--- src/rtl/tim_etb_pkg.sv ---
// ---------------------------------------------------------------------------
// tim_etb_pkg
//   Shared definitions for the ETB trigger router: register word indexes
//   (paddr[5:2]), trigger source / destination encodings and the packed
//   per-channel configuration layout as it appears in CHn_CFG.
// ---------------------------------------------------------------------------
package tim_etb_pkg;

  localparam int NUM_SRC = 4;
  localparam int NUM_DST = 4;
  localparam int OVF_LSB = 4;  // OVF flags live in STATUS[7:4]

  // Register word indexes, i.e. byte offset >> 2.
  localparam logic [3:0] IDX_CTRL   = 4'h0;
  localparam logic [3:0] IDX_SWTRIG = 4'h1;
  localparam logic [3:0] IDX_STATUS = 4'h2;
  localparam logic [3:0] IDX_INTEN  = 4'h3;
  localparam logic [3:0] IDX_CFG0   = 4'h4;
  localparam logic [3:0] IDX_CNT0   = 4'h8;

  typedef enum logic [1:0] {
    SRC_TIM1 = 2'd0,
    SRC_TIM2 = 2'd1,
    SRC_EXT0 = 2'd2,
    SRC_EXT1 = 2'd3
  } src_e;

  typedef enum logic [1:0] {
    DST_T1_ON  = 2'd0,
    DST_T1_OFF = 2'd1,
    DST_T2_ON  = 2'd2,
    DST_T2_OFF = 2'd3
  } dst_e;

  // Field order matches CHn_CFG: [4:3] DST, [2:1] SRC, [0] EN.
  typedef struct packed {
    dst_e dst;
    src_e src;
    logic en;
  } ch_cfg_t;

  localparam ch_cfg_t CFG_RESET = '{dst: DST_T1_ON, src: SRC_TIM1, en: 1'b0};

endpackage

--- src/rtl/tim_etb_chan.sv ---
// ---------------------------------------------------------------------------
// tim_etb_chan
//   One routing channel: gates the selected trigger with the global and
//   channel enables, and keeps the sticky EVT/OVF flags and the wrapping
//   event counter.
// Ports
//   pclk, presetn   clock, async active-low reset
//   gen_i, en_i     global enable, channel enable
//   trig_i          selected hardware edge OR software trigger
//   evt_clr_i       W1C of EVT this cycle
//   ovf_clr_i       W1C of OVF this cycle
//   cnt_clr_i       write to CHn_CNT this cycle
//   ch_evt_o        qualified channel event (combinational)
//   evt_o, ovf_o    sticky flags
//   cnt_o           event counter
// ---------------------------------------------------------------------------
module tim_etb_chan
  import tim_etb_pkg::*;
#(
  parameter int CNT_W = 16
) (
  input  logic             pclk,
  input  logic             presetn,
  input  logic             gen_i,
  input  logic             en_i,
  input  logic             trig_i,
  input  logic             evt_clr_i,
  input  logic             ovf_clr_i,
  input  logic             cnt_clr_i,
  output logic             ch_evt_o,
  output logic             evt_o,
  output logic             ovf_o,
  output logic [CNT_W-1:0] cnt_o
);

  logic             evt_q;
  logic             ovf_q;
  logic [CNT_W-1:0] cnt_q;

  assign ch_evt_o = gen_i & en_i & trig_i;

  // NOTE: sequential state uses non-blocking assignments so every flop
  // samples pre-edge values regardless of statement order.
  always_ff @(posedge pclk or negedge presetn) begin
    if (!presetn) begin
      evt_q <= 1'b0;
      ovf_q <= 1'b0;
      cnt_q <= '0;
    end else begin
      // A new event beats a same-cycle W1C.
      evt_q <= ch_evt_o | (evt_q & ~evt_clr_i);
      // Overflow only if the flag being hit is not simultaneously cleared.
      ovf_q <= (ch_evt_o & evt_q & ~evt_clr_i) | (ovf_q & ~ovf_clr_i);
      // Clear-with-event lands on 1; plain increment wraps naturally.
      cnt_q <= cnt_clr_i ? CNT_W'(ch_evt_o) : cnt_q + CNT_W'(ch_evt_o);
    end
  end

  assign evt_o = evt_q;
  assign ovf_o = ovf_q;
  assign cnt_o = cnt_q;

endmodule

--- src/rtl/tim_etb_trig_router.sv ---
// ---------------------------------------------------------------------------
// tim_etb_trig_router
//   APB-programmable router from timer / external trigger edges to the
//   timers' start/stop strobes, with per-channel flags, counters and a
//   level interrupt.
// Ports
//   pclk, presetn          clock, async active-low reset
//   psel/penable/pwrite    APB control (zero wait states)
//   paddr, pwdata, prdata  APB address (only [5:2] decoded), write/read data
//   tim1_etb_trig          source 0
//   tim2_etb_trig          source 1
//   ext_trig_in[1:0]       sources 2 and 3 (already in pclk domain)
//   etb_tim*_trig_en_*     1-cycle registered strobes, destinations 0..3
//   intr                   |(EVT & INTEN)
// ---------------------------------------------------------------------------
module tim_etb_trig_router
  import tim_etb_pkg::*;
#(
  parameter int NUM_CH = 4,
  parameter int CNT_W  = 16
) (
  input  logic        pclk,
  input  logic        presetn,
  input  logic        psel,
  input  logic        penable,
  input  logic        pwrite,
  input  logic [31:0] paddr,
  input  logic [31:0] pwdata,
  output logic [31:0] prdata,
  input  logic        tim1_etb_trig,
  input  logic        tim2_etb_trig,
  input  logic [1:0]  ext_trig_in,
  output logic        etb_tim1_trig_en_on,
  output logic        etb_tim1_trig_en_off,
  output logic        etb_tim2_trig_en_on,
  output logic        etb_tim2_trig_en_off,
  output logic        intr
);

  logic               wr_en;
  logic               rd_en;
  logic [3:0]         idx;

  logic               gen_q;
  logic [NUM_CH-1:0]  inten_q;
  ch_cfg_t            cfg_q [NUM_CH];
  logic [NUM_SRC-1:0] src;
  logic [NUM_SRC-1:0] src_d_q;
  logic [NUM_SRC-1:0] hw_evt;
  logic [NUM_DST-1:0] dst_d;
  logic [NUM_DST-1:0] dst_q;

  logic [NUM_CH-1:0]  swtrig_wr;
  logic [NUM_CH-1:0]  evt_clr;
  logic [NUM_CH-1:0]  ovf_clr;
  logic [NUM_CH-1:0]  cnt_clr;
  logic [NUM_CH-1:0]  ch_trig;
  logic [NUM_CH-1:0]  ch_evt;
  logic [NUM_CH-1:0]  evt;
  logic [NUM_CH-1:0]  ovf;
  logic [CNT_W-1:0]   cnt [NUM_CH];

  // Address/data bits outside the register map are intentionally ignored.
  logic unused_apb;
  assign unused_apb = ^{paddr[31:6], paddr[1:0], pwdata[31:8]};

  assign wr_en = psel & penable & pwrite;
  assign rd_en = psel & penable & ~pwrite;
  assign idx   = paddr[5:2];

  // Bit order follows the SRC encoding.
  assign src    = {ext_trig_in, tim2_etb_trig, tim1_etb_trig};
  assign hw_evt = src & ~src_d_q;

  assign swtrig_wr = (wr_en && idx == IDX_SWTRIG) ? pwdata[NUM_CH-1:0] : '0;
  assign evt_clr   = (wr_en && idx == IDX_STATUS) ? pwdata[NUM_CH-1:0] : '0;
  assign ovf_clr   = (wr_en && idx == IDX_STATUS) ? pwdata[OVF_LSB +: NUM_CH] : '0;

  for (genvar n = 0; n < NUM_CH; n++) begin : g_ch
    assign cnt_clr[n] = wr_en && (idx == IDX_CNT0 + 4'(n));
    assign ch_trig[n] = hw_evt[cfg_q[n].src] | swtrig_wr[n];

    tim_etb_chan #(
      .CNT_W(CNT_W)
    ) u_chan (
      .pclk      (pclk),
      .presetn   (presetn),
      .gen_i     (gen_q),
      .en_i      (cfg_q[n].en),
      .trig_i    (ch_trig[n]),
      .evt_clr_i (evt_clr[n]),
      .ovf_clr_i (ovf_clr[n]),
      .cnt_clr_i (cnt_clr[n]),
      .ch_evt_o  (ch_evt[n]),
      .evt_o     (evt[n]),
      .ovf_o     (ovf[n]),
      .cnt_o     (cnt[n])
    );
  end

  // Channels sharing a destination merge into one strobe.
  // NOTE: every variable written in always_comb gets a default first, so no
  // path leaves it unassigned and no latch is inferred.
  always_comb begin
    dst_d = '0;
    for (int n = 0; n < NUM_CH; n++) begin
      if (ch_evt[n]) dst_d[cfg_q[n].dst] = 1'b1;
    end
  end

  always_ff @(posedge pclk or negedge presetn) begin
    if (!presetn) begin
      gen_q   <= 1'b0;
      inten_q <= '0;
      src_d_q <= '0;
      dst_q   <= '0;
      for (int n = 0; n < NUM_CH; n++) cfg_q[n] <= CFG_RESET;
    end else begin
      // Edge detectors track the sources even while routing is disabled,
      // so enabling with a source already high produces no event.
      src_d_q <= src;
      dst_q   <= dst_d;
      if (wr_en) begin
        if (idx == IDX_CTRL)  gen_q   <= pwdata[0];
        if (idx == IDX_INTEN) inten_q <= pwdata[NUM_CH-1:0];
        for (int n = 0; n < NUM_CH; n++) begin
          if (idx == IDX_CFG0 + 4'(n)) cfg_q[n] <= ch_cfg_t'(pwdata[4:0]);
        end
      end
    end
  end

  always_comb begin
    prdata = '0;
    if (rd_en) begin
      case (idx)
        IDX_CTRL:   prdata[0] = gen_q;
        IDX_STATUS: begin
          prdata[NUM_CH-1:0]         = evt;
          prdata[OVF_LSB +: NUM_CH]  = ovf;
        end
        IDX_INTEN:  prdata[NUM_CH-1:0] = inten_q;
        default:    ;
      endcase
      for (int n = 0; n < NUM_CH; n++) begin
        if (idx == IDX_CFG0 + 4'(n)) prdata[4:0]       = cfg_q[n];
        if (idx == IDX_CNT0 + 4'(n)) prdata[CNT_W-1:0] = cnt[n];
      end
    end
  end

  assign etb_tim1_trig_en_on  = dst_q[DST_T1_ON];
  assign etb_tim1_trig_en_off = dst_q[DST_T1_OFF];
  assign etb_tim2_trig_en_on  = dst_q[DST_T2_ON];
  assign etb_tim2_trig_en_off = dst_q[DST_T2_OFF];

  assign intr = |(evt & inten_q);

endmodule

--- config.mk ---
export PLATFORM = sky130hd
export DESIGN_NAME = tim_etb_trig_router
export DESIGN_NICKNAME = d
export VERILOG_FILES = /design/src/rtl/tim_etb_pkg.sv /design/src/rtl/tim_etb_chan.sv /design/src/rtl/tim_etb_trig_router.sv
export SDC_FILE = /design/constraint.sdc
export NUM_CORES = 1
export LEC_CHECK = 0
export BUFFER_PORTS_ARGS = -buffer_cell sky130_fd_sc_hd__buf_4
export CAP_MARGIN = 20
export CORE_ASPECT_RATIO = 0.75
export CORE_MARGIN = 2
export CORE_UTILIZATION = 45
export DETAILED_ROUTE_END_ITERATION = 8
export PLACE_DENSITY = 0.65
export SYNTH_ARGS = -nofsm -noshare
export SYNTH_HDL_FRONTEND = slang
export SYNTH_HIERARCHICAL = 1
export SYNTH_SLANG_ARGS = --single-unit
--- constraint.sdc ---
create_clock -name pclk -period 3.3 [get_ports pclk]
set_input_delay 0.66 -clock pclk [delete_from_list [all_inputs] [get_ports pclk]]
set_output_delay 0.66 -clock pclk [all_outputs]
set_load 0.05 [all_outputs]
==> flow_metrics.tcl, run 1 <==
set metrics [dict create \
    status "complete, no violations" \
    power_frac_seq 0.490 \
    arrival_ns 2.50 \
    power_frac_comb 0.132 \
    rows 37 \
    slew_headroom 0.541 \
    grt_util_met2 0.354 \
    post_cts_buffers 0 \
    drc 0 \
    antenna_cells 0 \
    switching_share 0.295 \
    viasPerCell 5.89 \
    fin_ws_ns 0.142 \
    grt_pass1_vias 5266 \
    grt_pass1_wl_mm 28.2 \
    worst_setup_path_end_kind "primary output" \
    synth_edf_count 0 \
    fmax_mhz 317 \
    syn_inst 684 \
    cap_violations 0 \
    crit_slowest_cell "nor2b_1" \
    required_ns 2.64 \
    syn_area_mm2 0.00647 \
    area_growth_pct 14.1 \
    ir_drop_v 0.000260 \
    pre_cts_ws_ns 0.131 \
    setup_tns_ns 0 \
    antenna_found_initial 0 \
    synth_area_leaders "dfrtp_1, mux2_2, nor2_1, a21oi_1, nor2b_1" \
    min_period_ns 3.16 \
    gp_congestion 0.906 \
    fin_crit_sh 0.957 \
    synth_top_area_frac 0.406 \
    critPathMaxFanout 15 \
    cellLeakagePower_nw 3.29 \
    skew_ns 0.00889 \
    clockBufferDepth 2 \
    die_x_um 142 \
    synth.distinct_cells 61 \
    drtIter0Drc 524 \
    dp_hpwl_mm 12.9 \
    clk_pin_slew_ns 0.07 \
    numCtsBuffers 9 \
    grtUsageMet1 0.348 \
    hold_buffers 0 \
    io_buffers 41 \
    hold_path.class "in2async" \
    p_clk_frac 0.378 \
    finalSetupViolations 0 \
    ys_ff_latch 105 \
    slew_violations 0 \
    worst_pin_slew_ns 0.689 \
    synth_area_leader_cell "dfrtp_1" \
    synth.avg_cell_area_um2 9.46 \
    die_area_mm2 0.0154 \
    grt_use_met3 0.0627 \
    ant_nets 0 \
    cts_max_level 3 \
    postPlaceCellArea_mm2 0.00705 \
    ios 110 \
    grt_max_degree 53 \
    grt.busiest_layer "met2" \
    cpPeakStageDelay_ns 0.38 \
    cts_tree "built" \
    coreArea_mm2 0.0139 \
    firstDrtPassIters 5 \
    ys_seq_area_frac 0.406 \
    drive_gt1_frac 0.242 \
    cp_cell_sequence "buf_4 > buf_4 > nor2b_1 > nand2_2 > o21ai_0 > o221ai_1 > a221oi_2 > buf_4" \
    overflow 0 \
    root_buffer "clkbuf_16" \
    clkSinkCount 105 \
    power_mw 3.03 \
    yosysWarnings 6 \
    powerDensity_mw_per_mm2 411 \
    crit_path_frequent_cell "buf_4" \
    critPathKind "in2out" \
    power_switching_mw 0.895 \
    wl_per_cell_um 18.8 \
    fin_area_mm2 0.00738 \
    intPower_mw 2.14 \
    synth_flop_cell "dfrtp_1" \
    clock_latency_ns 0.35 \
    finalHoldViolations 0 \
    wirelength_mm 17.4 \
    path_buf_inv 3 \
    crit_family "compound AO/OA/AOI/OAI gates" \
    grt_util_all_layers 0.237 \
    timing.hold.ws_ns 0.346 \
    rsz0062_at_grt "no" \
    nNetsFinal 823 \
    die_y_um 108 \
    start_kind "input pin" \
    initial_core_util 0.466 \
    async_flop_share 1.00 \
    vias 5426 \
]
[synth_stat cells (all sizes together) (3+ instances only)]
cell type    n
a22o         3
or4         14
or3         14
nand2       49
mux4         5
clkbuf       9
nand2b      13
o22ai       10
a211oi       5
a21oi       46
buf         39
nor4        21
o22a         3
a221o        4
xor2         8
o221ai       4
mux2        45
o21ai       31
nor2b       29
inv         24
and2        10
ha           8
nand4       16
mux2i       11
nand3       27
o31ai       15
and3         7
a221oi       3
nor2        70
a31oi        8
xnor2        8
dfrtp      105
[final timing paths]
| path | startpoint | to | slack, ns | depth (start not counted) |
|---|---|---|---|---|
| max in group asynchronous | presetn | g_ch[2].u_chan/cnt_o[14] | 2.20 | 2 |
| worst max register to register | src_d_q[2] | g_ch[0].u_chan/cnt_o[15] | 0.62 | 10 |
| min in group pclk | tim2_etb_trig | src_d_q[1] | 0.42 | 1 |
| worst min register to register | inten_q[2] | inten_q[2] | 0.54 | 1 |
| worst min-delay path | presetn | inten_q[1] | 0.35 | 1 |
| worst max-delay path | paddr[5] | prdata[2] | 0.14 | 8 |
[power by group through the flow]
stage / registers (mW) / clock network [mW] / logic [mW]
5_1_grt: 1.50 / 1.22 / 0.445
6_report: 1.49 / 1.15 / 0.401
4_1_cts: 1.48 / 1.18 / 0.402
3_5_place_dp: 1.51 / 0 / 0.401
3_3_place_gp: 1.50 / 0 / 0.390
2_1_floorplan: 1.46 / 0 / 0.297
[worst register-to-register path, cell delays in order, from the launching register on]
cell,delay (ns)
dfrtp_1,0.36
nor2b_1,0.33
a21oi_1,0.12
nor2_1,0.10
a221o_1,0.12
nand3_1,0.14
inv_1,0.15
ha_1,0.22
nand4_1,0.20
nor4_1,0.45
mux2_2,0.39
[metrics by stage]
stage / utilization / std cells
floorplan: - / 699
finish: 0.531 / 922
detailed placement: 0.508 / 906
global route: 0.531 / 922
CTS: 0.531 / 922
global placement: 0.508 / 906
[sequential cells by signal (all words and copies together), names as in the netlist]
| register | count |
|---|---|
| g_ch.u_chan/cnt_o | 64 |
| cfg_q | 20 |
| dst_q | 4 |
| g_ch.u_chan/evt_o | 4 |
| g_ch.u_chan/ovf_o | 4 |
| inten_q | 4 |
| src_d_q | 4 |
| gen_q | 1 |
[final cells by class]
class                   count  area (µm²)
repair buffers             80         613
flip-flops and latches    105        2630
fillers                  1283        6510
well taps                 175         219
clock buffers               9         225
multi-input cells         522        3510
inverters                  24        90.1
clock inverters             7        98.8
[routing by layer]
metal / vias up / share of wire
li1: 2570 / -
met1: 2686 / 0.48
met2: 150 / 0.44
met3: 20 / 0.071
met4: 0 / 0.010
met5: - / 0
[timing repair]
item	CTS	global route
hold endpoints to repair	0	0
resized for setup	0	1
endpoints found under the setup margin	0	1
[cell usage in the layout, fill, tap and decap left out, types with 9 or more instances in the layout]
cell type  count
a21oi_1       46
and2_1        10
buf_4         79
clkbuf_16      9
conb_1        16
dfrtp_1      105
inv_1         24
mux2_2        45
mux2i_1       11
nand2_1       48
nand2b_1      12
nand3_1       21
nand4_1        9
nor2_1        67
nor2b_1       28
nor4_1        18
o21ai_0       31
o22ai_1       10
o31ai_1       15
or3_1         12
or4_1         14
[kinds of logic after synthesis]
logic type / after synthesis / share of synthesized area
adder cells (fa/ha/maj): 8 / 0.0155
XOR/XNOR: 16 / 0.0217
AO/OA/AOI/OAI: 142 / 0.138
AND/OR/NAND/NOR: 279 / 0.238
flip-flops: 105 / 0.406
multiplexers: 61 / 0.113
other: 1 / 0.000580
buffers and inverters: 72 / 0.0671
Note: power is estimated with default switching activity, not from simulation.
==> inputs of run 2 (changes only) <==
--- a/config.mk
+++ b/config.mk
@@ -5,13 +5,14 @@
 export SDC_FILE = /design/constraint.sdc
 export NUM_CORES = 1
 export LEC_CHECK = 0
-export BUFFER_PORTS_ARGS = -buffer_cell sky130_fd_sc_hd__buf_4
+export BUFFER_PORTS_ARGS = -buffer_cell sky130_fd_sc_hd__buf_2
 export CAP_MARGIN = 20
 export CORE_ASPECT_RATIO = 0.75
 export CORE_MARGIN = 2
 export CORE_UTILIZATION = 45
 export DETAILED_ROUTE_END_ITERATION = 8
-export PLACE_DENSITY = 0.65
+export PLACE_DENSITY = 0.68
+export SETUP_SLACK_MARGIN = 0.02
 export SYNTH_ARGS = -nofsm -noshare
 export SYNTH_HDL_FRONTEND = slang
 export SYNTH_HIERARCHICAL = 1
==> constraint.sdc (replaced) <==
create_clock -name pclk -period 2.8 [get_ports pclk]
set_input_delay 0.56 -clock pclk [delete_from_list [all_inputs] [get_ports pclk]]
set_output_delay 0.56 -clock pclk [all_outputs]
set_load 0.05 [all_outputs]
==> run 2 against run 1 <==
Effect of this change: the flow now finishes with violations (setup timing); die area did not move; sequential share of layout area fell by 0.77 points; final area rose by 2.2%; critical path depth rose by 1; largest cell class unchanged.
==> flow_metrics.tcl, run 2 (synthesis results as in run 1) <==
set metrics [dict create \
    status "finished with violations" \
    violations "setup timing" \
    slew_violations 0 \
    numCtsBuffers 9 \
    fin_crit_sh 1.01 \
    setup_tns_ns -0.0363 \
    clockBufferDepth 2 \
    ios 110 \
    firstDrtPassIters 6 \
    regToRegSetupSlack_ns 0.26 \
    drive_gt1_frac 0.283 \
    wirelength_mm 17.8 \
    fin_area_mm2 0.00754 \
    clock_latency_ns 0.35 \
    drtIter0Drc 532 \
    worst_setup_path_end_kind "primary output" \
    finalSetupViolations 1 \
    ir_drop_v 0.000320 \
    required_ns 2.24 \
    skew_ns 0.0110 \
    critPathMaxFanout 12 \
    rsz0062_at_grt "yes" \
    vias 5665 \
    wl_per_cell_um 18.9 \
    die_area_mm2 0.0154 \
    arrival_ns 2.28 \
    largest_register_ff_count 64 \
    clk_pin_slew_ns 0.07 \
    dp_hpwl_mm 13.2 \
    power_mw 3.62 \
    grt_max_degree 56 \
    critPathKind "in2out" \
    io_buffers 41 \
    start_kind "input pin" \
    die_y_um 108 \
    root_buffer "clkbuf_16" \
    hold_path.class "in2async" \
    timing.hold.ws_ns 0.269 \
    grt_util_all_layers 0.242 \
    fmax_mhz 353 \
    grt_pass1_vias 5476 \
    layout.cells.non_filler 939 \
    antenna_found_initial 0 \
    nNetsFinal 840 \
    cap_violations 0 \
    min_period_ns 2.84 \
    drc 0 \
    final_cell_mix "dfrtp_1, nor2_1, buf_4" \
    viasPerCell 6.03 \
    overflow 0 \
    slew_headroom 0.514 \
    cts_tree "built" \
    finalHoldViolations 0 \
    postPlaceCellArea_mm2 0.00710 \
    area_growth_pct 16.6 \
    rows 37 \
    worst_pin_slew_ns 0.729 \
    powerDensity_mw_per_mm2 480 \
    fin_ws_ns -0.0363 \
    die_x_um 142 \
    gp_congestion 0.900 \
    hold_buffers 0 \
    cellLeakagePower_nw 3.38 \
    initial_core_util 0.466 \
    grt_pass1_wl_mm 28.8 \
    clkSinkCount 105 \
    coreArea_mm2 0.0139 \
    cts_max_level 3 \
    place_inst 923 \
    antenna_cells 0 \
    layout_commonest_cell "dfrtp_1" \
    ant_nets 0 \
]
-- run 2: cell types whose count changed in the layout (fill, tap and decap cells not counted), sizes merged --
cell      before  now
buf           80   96
bufinv         1    2
clkbuf         9   11
clkinv         2    1
clkinvlp       1    2
inv           27   25
-- run 2: final timing paths --
check	end	cells after the start	startpoint
min	src_d_q[1]	1	presetn
max in group asynchronous	dst_q[1]	2	presetn
min in group pclk	src_d_q[2]	1	ext_trig_in[0]
min reg2reg	inten_q[3]	1	inten_q[3]
max reg2reg	g_ch[1].u_chan/cnt_o[11]	12	src_d_q[0]
max	prdata[4]	9	paddr[3]
-- run 2: per-stage QoR --
stage / util / worst slack (ns)
2_1_floorplan: - / 0.0110
6_report: 0.543 / -0.0363
4_1_cts: 0.536 / 0.00351
3_3_place_gp: 0.511 / -0.181
3_5_place_dp: 0.511 / -0.296
5_1_grt: 0.543 / -0.0364
-- run 2: final cells by class --
type / count / area (µm²)
clock buffer: 10 / 229
clock inverter: 6 / 91.3
fill: 1268 / 6340
inverter: 24 / 90.1
multi-input combinational: 522 / 3610
sequential: 105 / 2630
tap: 175 / 219
timing repair buffer: 97 / 673
-- run 2: critical path, stage by stage --
cell and delay [ns]:
buf_2 0.12, buf_4 0.18, and4bb_2 0.30, a221oi_1 0.05, buf_4 0.15, o221ai_1 0.22, a32oi_2 0.18, a211oi_2 0.31
buf_6 0.20
-- run 2: routing by layer --
metal,track usage,vias to the layer above,share of wire
met2,0.364,198,0.45
met4,0.0474,0,0.011
met3,0.0534,13,0.074
met5,0,-,0
met1,0.360,2839,0.47
li1,-,2615,-
-- run 2: power breakdown --
part	switching [mW]	internal (mW)
sequential	0.130	1.62
combinational	0.308	0.192
clock	0.586	0.789
total	1.02	2.60
-- run 2: timing repair --
| action | in CTS | in global routing |
|---|---|---|
| gates cloned | 0 | 0 |
| pin swaps | 0 | 5 |
| endpoints found under the setup margin | 6 | 31 |
| gates resized for setup | 7 | 29 |
| setup buffers | 0 | 0 |
